==> src/rtl/instr_encoder_loader.sv <==
// Instruction encoder/loader: packs symbolic MIPS fields into 32-bit words,
// streams them into instruction memory, and appends a self-jump halt word.
module instr_encoder_loader #(
    parameter int ADDR_W    = 8,
    parameter int BASE_ADDR = 0
) (
    input  logic              clk,
    input  logic              rst,
    input  logic              in_valid,
    output logic              in_ready,
    input  logic [3:0]        in_kind,
    input  logic [4:0]        in_rs,
    input  logic [4:0]        in_rt,
    input  logic [4:0]        in_rd,
    input  logic [4:0]        in_shamt,
    input  logic [5:0]        in_funct,
    input  logic [15:0]       in_imm,
    input  logic [25:0]       in_target,
    input  logic              finish,
    input  logic              restart,
    output logic              mem_we,
    output logic [ADDR_W-1:0] mem_addr,
    output logic [31:0]       mem_wdata,
    output logic [ADDR_W:0]   count,
    output logic              full,
    output logic              done,
    output logic              err_illegal
);

    localparam int DEPTH = 1 << ADDR_W;
    localparam logic [ADDR_W:0]   LAST_SLOT = (ADDR_W+1)'(DEPTH - 1);
    localparam logic [ADDR_W-1:0] PTR_ONE   = ADDR_W'(1);
    localparam logic [ADDR_W:0]   CNT_ONE   = (ADDR_W+1)'(1);

    typedef enum logic {LOAD, DONE} state_t;

    state_t              state, stateNext;
    logic [ADDR_W-1:0]   wrPtr, wrPtrNext;
    logic [ADDR_W:0]     cnt, cntNext;
    logic                memWeNext;
    logic [ADDR_W-1:0]   memAddrNext;
    logic [31:0]         memWdataNext;
    logic                errNext;
    logic [31:0]         encWord;
    logic                encLegal;
    logic [ADDR_W-1:0]   slotAddr;
    logic [25:0]         haltTarget;

    assign slotAddr   = ADDR_W'(BASE_ADDR) + wrPtr;
    assign haltTarget = 26'(BASE_ADDR) + 26'(wrPtr);
    assign full       = (cnt == LAST_SLOT);
    assign count      = cnt;
    assign done       = (state == DONE);
    assign in_ready   = (state == LOAD) && !full && !finish;

    // Field packing for the supported opcode set; kinds 8..15 are flagged illegal.
    always_comb begin
        encWord  = '0;
        encLegal = 1'b1;
        case (in_kind)
            4'd0:    encWord = {6'b000000, in_rs, in_rt, in_rd, in_shamt, in_funct};
            4'd1:    encWord = {6'b000010, in_target};
            4'd2:    encWord = {6'b000100, in_rs, in_rt, in_imm};
            4'd3:    encWord = {6'b000101, in_rs, in_rt, in_imm};
            4'd4:    encWord = {6'b001000, in_rs, in_rt, in_imm};
            4'd5:    encWord = {6'b001100, in_rs, in_rt, in_imm};
            4'd6:    encWord = {6'b100011, in_rs, in_rt, in_imm};
            4'd7:    encWord = {6'b101011, in_rs, in_rt, in_imm};
            default: encLegal = 1'b0;
        endcase
    end

    // Next-state and write-port logic; finish takes priority over a pending accept.
    always_comb begin
        stateNext    = state;
        wrPtrNext    = wrPtr;
        cntNext      = cnt;
        memWeNext    = 1'b0;
        memAddrNext  = mem_addr;
        memWdataNext = mem_wdata;
        errNext      = err_illegal;
        case (state)
            LOAD: begin
                if (finish) begin
                    memWeNext    = 1'b1;
                    memAddrNext  = slotAddr;
                    memWdataNext = {6'b000010, haltTarget};
                    wrPtrNext    = wrPtr + PTR_ONE;
                    cntNext      = cnt + CNT_ONE;
                    stateNext    = DONE;
                end else if (in_valid && in_ready) begin
                    if (encLegal) begin
                        memWeNext    = 1'b1;
                        memAddrNext  = slotAddr;
                        memWdataNext = encWord;
                        wrPtrNext    = wrPtr + PTR_ONE;
                        cntNext      = cnt + CNT_ONE;
                    end else begin
                        errNext = 1'b1;
                    end
                end
            end
            DONE: begin
                if (restart) begin
                    stateNext = LOAD;
                    wrPtrNext = '0;
                    cntNext   = '0;
                    errNext   = 1'b0;
                end
            end
            default: stateNext = LOAD;
        endcase
    end

    // State and registered outputs; async reset drops an in-flight strobe immediately.
    always_ff @(posedge clk or posedge rst) begin
        if (rst) begin
            state       <= LOAD;
            wrPtr       <= '0;
            cnt         <= '0;
            mem_we      <= 1'b0;
            mem_addr    <= '0;
            mem_wdata   <= '0;
            err_illegal <= 1'b0;
        end else begin
            state       <= stateNext;
            wrPtr       <= wrPtrNext;
            cnt         <= cntNext;
            mem_we      <= memWeNext;
            mem_addr    <= memAddrNext;
            mem_wdata   <= memWdataNext;
            err_illegal <= errNext;
        end
    end

endmodule

==> config.mk <==
export PLATFORM = sky130hd
export DESIGN_NAME = instr_encoder_loader
export DESIGN_NICKNAME = d
export VERILOG_FILES = /design/src/rtl/instr_encoder_loader.sv
export SDC_FILE = /design/constraint.sdc
export NUM_CORES = 1
export LEC_CHECK = 0
export ABC_AREA = 1
export BUFFER_PORTS_ARGS = -buffer_cell sky130_fd_sc_hd__buf_2
export CELL_PAD_IN_SITES_DETAIL_PLACEMENT = 1
export CELL_PAD_IN_SITES_GLOBAL_PLACEMENT = 1
export CORE_AREA = 10 10 105 107
export DETAILED_ROUTE_END_ITERATION = 10
export DIE_AREA = 0 0 115 117
export PLACE_DENSITY = 0.8
export SLEW_MARGIN = 25
export SYNTH_ARGS = -nofsm -noshare
export SYNTH_HDL_FRONTEND = slang
export SYNTH_SLANG_ARGS = --single-unit
==> constraint.sdc <==
create_clock -name clk -period 2.9 [get_ports clk]
set_input_delay 0.58 -clock clk [delete_from_list [all_inputs] [get_ports clk]]
set_output_delay 0.58 -clock clk [all_outputs]
set_load 0.005 [all_outputs]
Word level (Yosys, flattened, before mapping)
Index checks and enable logic that the tools add are counted.

Add/sub/neg operators: 2. Eq/ne operators: 14. Mux-type cells: 30. Bitwise logic cells: 1. Reduce and logical (&&, ||, !) cells: 12.

Operator list (number): 32-bit case mux with 8 select lines (1); 32-bit 2-to-1 mux (3); 8-bit 2-to-1 mux (7); 9-bit 2-to-1 mux (4); 9-bit case mux with 2 select lines (1); 4-bit by 3-bit equality test with 1-bit output, second input constant (4); 8-bit case mux with 2 select lines (1); 1-bit 2-to-1 mux (11); 9-bit by 1-bit adder with 9-bit output, second input constant (1); 9-bit by 8-bit equality test with 1-bit output, second input constant (1); 8-bit by 1-bit adder with 8-bit output, second input constant (1); 4-bit by 2-bit equality test with 1-bit output, second input constant (2); 8-bit OR reduction (1); 2-bit inequality test, second input constant (3); 3-bit AND reduction (2); 4-bit by 1-bit equality test with 1-bit output, second input constant (1); 4-bit zero test (1); 1-bit case mux with 2 select lines (2); 4-bit AND reduction (1); 2-bit nonzero test (2); 1-bit logical AND (3); 3-bit by 2-bit inequality test with 1-bit output, second input constant (1); 3-bit inequality test, second input constant (1); 1-bit zero test (2); 2 further kinds (2).

Register bits: 60. Output and inout port bits: 54. Logic and storage cells: 66.

Logic depth before layout (Yosys ltp)
Depth in word-level cells: 8. Mapped depth: 14. Depth with buffers taken out: 12.

Worst setup path before layout
No wires, ideal clock.

Kind: flip-flop to flip-flop. Start: reg cnt[0], in the netlist count[0]. End: reg mem_wdata[2]. Arrival: 1.904 ns. Path slack: 0.872 ns. Cell stages (with the launch flop): 15. Buffers on the path: 2. Clock period less this slack: 2.028 ns. Path through: dfrtp_1 > ha_1 > nand3_1 > nor2_1 > nand3_1 > nor2_1 > ha_1 > inv_1 > nand4_4 > nand2_4 > inv_2 > buf_6 > buf_6 > nand2_1 > nand3_1.

Word-level cells in the longest chain between the ends: 7.

Ends and longest elaborated chain: from (decl) (RTL line 39) `logic [ADDR_W:0] cnt, cntNext;`; from (signal assigned) (RTL line 128) `cnt <= cntNext;`; 9-bit by 8-bit equality test with 1-bit output (RTL line 51) `assign full = (cnt == LAST_SLOT);`; via full (RTL line 25) `output logic full,`; 1-bit zero test (RTL line 54) `assign in_ready = (state == LOAD) && !full && !finish;`; 1-bit logical AND (2 in series) (RTL line 54); 1-bit logical AND (RTL line 91) `end else if (in_valid && in_ready) begin`; 2-bit nonzero test (no line); 3-bit AND reduction (no line); to (signal assigned) (RTL line 131) `mem_wdata <= memWdataNext;`; to (decl) (RTL line 23) `output logic [31:0] mem_wdata,`.

The timed path passes the listed nets, and every way through them passes these cells. A chain may end at the register's enable or synchronous reset.

Worst setup path after layout
Start: reg cnt[0], in the netlist count[0]. End: out in_ready.

Word-level cells in the longest chain between the ends: 4.

Ends and longest elaborated chain: 9-bit by 8-bit equality test with 1-bit output (RTL line 51); 1-bit zero test (RTL line 54); 1-bit logical AND (2 in series) (RTL line 54); to (decl) (RTL line 10) `output logic in_ready,`.

Every way passes these cells.

==> metrics <==
outcome=complete, no violations; Hold Crit Class=input pin to async pin; GRT Util Overall=16.32%; clock insertion delay at the later pin of the skew report=0.33 ns; fraction of layout cells with a size suffix above 1=29.86%; Max-slew headroom=54.66%; Slew Viols, Final=0; Worst-path clk slew=0.07 ns; Final Cell Area=~4100 um2; Crit-path slowest cell=dfrtp_1; Critical Path Start Type=register; crit end category=output pin; Worst IR Drop VDD=a little under 0.5 mV; CTS tree=yes; Fin. Hold Viols=0; Cell Area, Synth=3172 um2; Final period util=87.78%; die width=between 100 and 150 um; # rows=35; Critical path origin=count[0]; Via density=roughly 4.9; post-CTS setup buffers=0; #FFs+latches synth=between 50 and 60; critical path type=register to output pin; Leakage Power=2.289 nW; CTS root buffer=clkbuf_8; die height=117 um; clk_skew=0.007987 ns; hpwl dp=8597 um; drt first pass iters=4; worst slew pin tran=0.6794 ns; first-pass GRT wire length=17610 um; post-cts resize count=0; TritonCTS Sinks=59; die area=13460 um2; DRT Wirelength=10930 um; CTS buffer count=9; Reg2Reg Launch Point=count[1]; routability cong.=0.8522; I/O pin count=131; Post-DRT Antenna Nets=0; Crit Path Max Fanout=6; f_max=0.3928 GHz; vias in the first global route=between 3000 and 4000; setup ws final=~0.35 ns; Core Box Area=9021 um2; CP required=roughly 2.3 ns; min cycle time layout=2.546 ns; antenna cells=0; htree depth=3; syn_nets=501; largest net degree at the start of global routing=40; slowest cell delay on critical path=0.43 ns; Pwr Density=594.2 nW/um2; grt ovf=0; Final nets=631; pre-CTS setup slack=between 0.3 and 0.4 ns; Setup Viol. Count Final=0; register area share after synthesis=46.55%; Util after Layout=between 40% and 50%; CTS max path bufs=2; vias=3256; dpl cell area=3891 um2; DR iter-0 viols=around 150; Warnings, synthesis=0; Fin Setup TNS=0 ns; Layout area overhead=30.30%; hold_buf cts=0; CP top delay family=simple AND/OR/NAND/NOR gates; crit path DAT=1.97 ns; Initial Utilization=between 30% and 40%; buffers and inverters on the worst path=1; initial antenna violation count=0; Cells after Synth=421; count of different cell masters after synthesis=36; Port Buffer Count=roughly 130; unrepaired setup endpoints after global routing=no; crit-path cells=ha_1 -> nand3_1 -> nor2_1 -> nand3_1 -> nor2_1 -> ha_1 -> nor3_1 -> buf_2; DRC Markers=0; drt wl/cell=16.39 um; syn avg cell area=7.534 um2; maxcap violations=0
==> area by class of cell <==
cell class | instances | area (um2)
clock buffers | 11 | 141.4
clock inverters | 5 | 100.1
fillers | 1181 | 4888
inverters | 39 | 146.4
multi-input cells | 307 | 1439
flip-flops and latches | 59 | 1476
well taps | 111 | 138.9
repair buffers | 135 | 690.7
==> registers in the layout, indices dropped and copies added, names as in the netlist <==
signal	flops
count	9
mem_we	1
mem_wdata	31
done	1
wrPtr	8
mem_addr	8
err_illegal	1
==> cells by family (layout without fill, tap and decap cells) <==
kind of cell / Yosys count / after routing / synth area share (%)
other cells: 1 / 1 / 0.1182
xor+xnor: 3 / 3 / 0.8286
simple gates: 239 / 239 / 32.07
flops: 59 / 59 / 46.55
fa+ha+maj: 3 / 3 / 1.184
buf+inv: 55 / 190 / 8.087
compound gates: 61 / 61 / 11.16
==> cell usage after synthesis (all sizes together) <==
cell,n,area share (%)
dfrtp,59,47
nor2,32,4.3
a21boi,1,0.24
conb,1,0.12
a21oi,15,2.4
o31ai,1,0.39
ha,3,1.2
nand4,4,1.3
xnor2,1,0.28
buf,14,3.2
o22ai,1,0.39
xor2,2,0.55
o21bai,1,0.24
nand3,44,7.1
o21a,6,1.4
nor3,2,0.32
nand2,155,19
inv,39,4.6
or2,2,0.39
clkbuf,2,0.24
a22oi,1,0.24
o211ai,1,0.24
o21ai,31,4.9
a22o,2,0.55
a31oi,1,0.20
==> tightest hold or removal path, stage by stage <==
cell	delay, ns
buf_2	0.10
inv_2	0.05
buf_4	0.26
==> routing by layer <==
metal	GRT usage, %	up-vias	wire length (um)
met4	5.693	0	138
met5	0	-	0
met3	4.383	11	715
met1	19.54	1557	4665
li1	-	1606	-
met2	27.59	82	5414
==> worst paths after layout <==
path | endpoint | slack, ns | cells after the start
max | in_ready | 0.35 | 8
min | mem_wdata[28] | 0.27 | 3
max reg2reg | mem_wdata[7] | 0.37 | 13
min reg2reg | mem_addr[2] | 0.47 | 2
max in group asynchronous | wrPtr[5] | 2.16 | 3
min in group clk | mem_addr[2] | 0.47 | 2
==> layout by cell type (no fill, tap or decap), types with 2 or more instances in the layout <==
cell,netlist,routed
nand2_1,153,153
buf_2,7,129
dfrtp_1,59,59
nand3_1,43,43
inv_1,34,33
nor2_1,29,29
o21ai_0,27,27
a21oi_1,15,15
clkbuf_8,0,10
inv_2,5,6
o21a_1,6,6
buf_4,3,6
o21ai_1,4,4
nand4_1,3,3
ha_1,3,3
bufinv_16,0,3
nor2_4,2,2
a22o_1,2,2
xor2_1,2,2
nor3_1,2,2
clkinv_2,0,2
==> per-stage QoR <==
stage	std cells	total power, mW	hold WS (ns)
2_1_floorplan	421	1.316	0.4653
3_3_place_gp	651	1.540	0.4547
3_5_place_dp	651	1.565	0.4579
4_1_cts	667	2.493	0.2729
5_1_grt	667	2.612	0.2831
6_report	667	2.456	0.2742
==> power breakdown <==
part | internal, mW | switching, mW | total (mW)
Clock | 0.592 | 0.327 | 0.919
Combinational | 0.218 | 0.288 | 0.506
Sequential | 0.927 | 0.103 | 1.03
No activity file was read; power rests on OpenSTA's default activity.
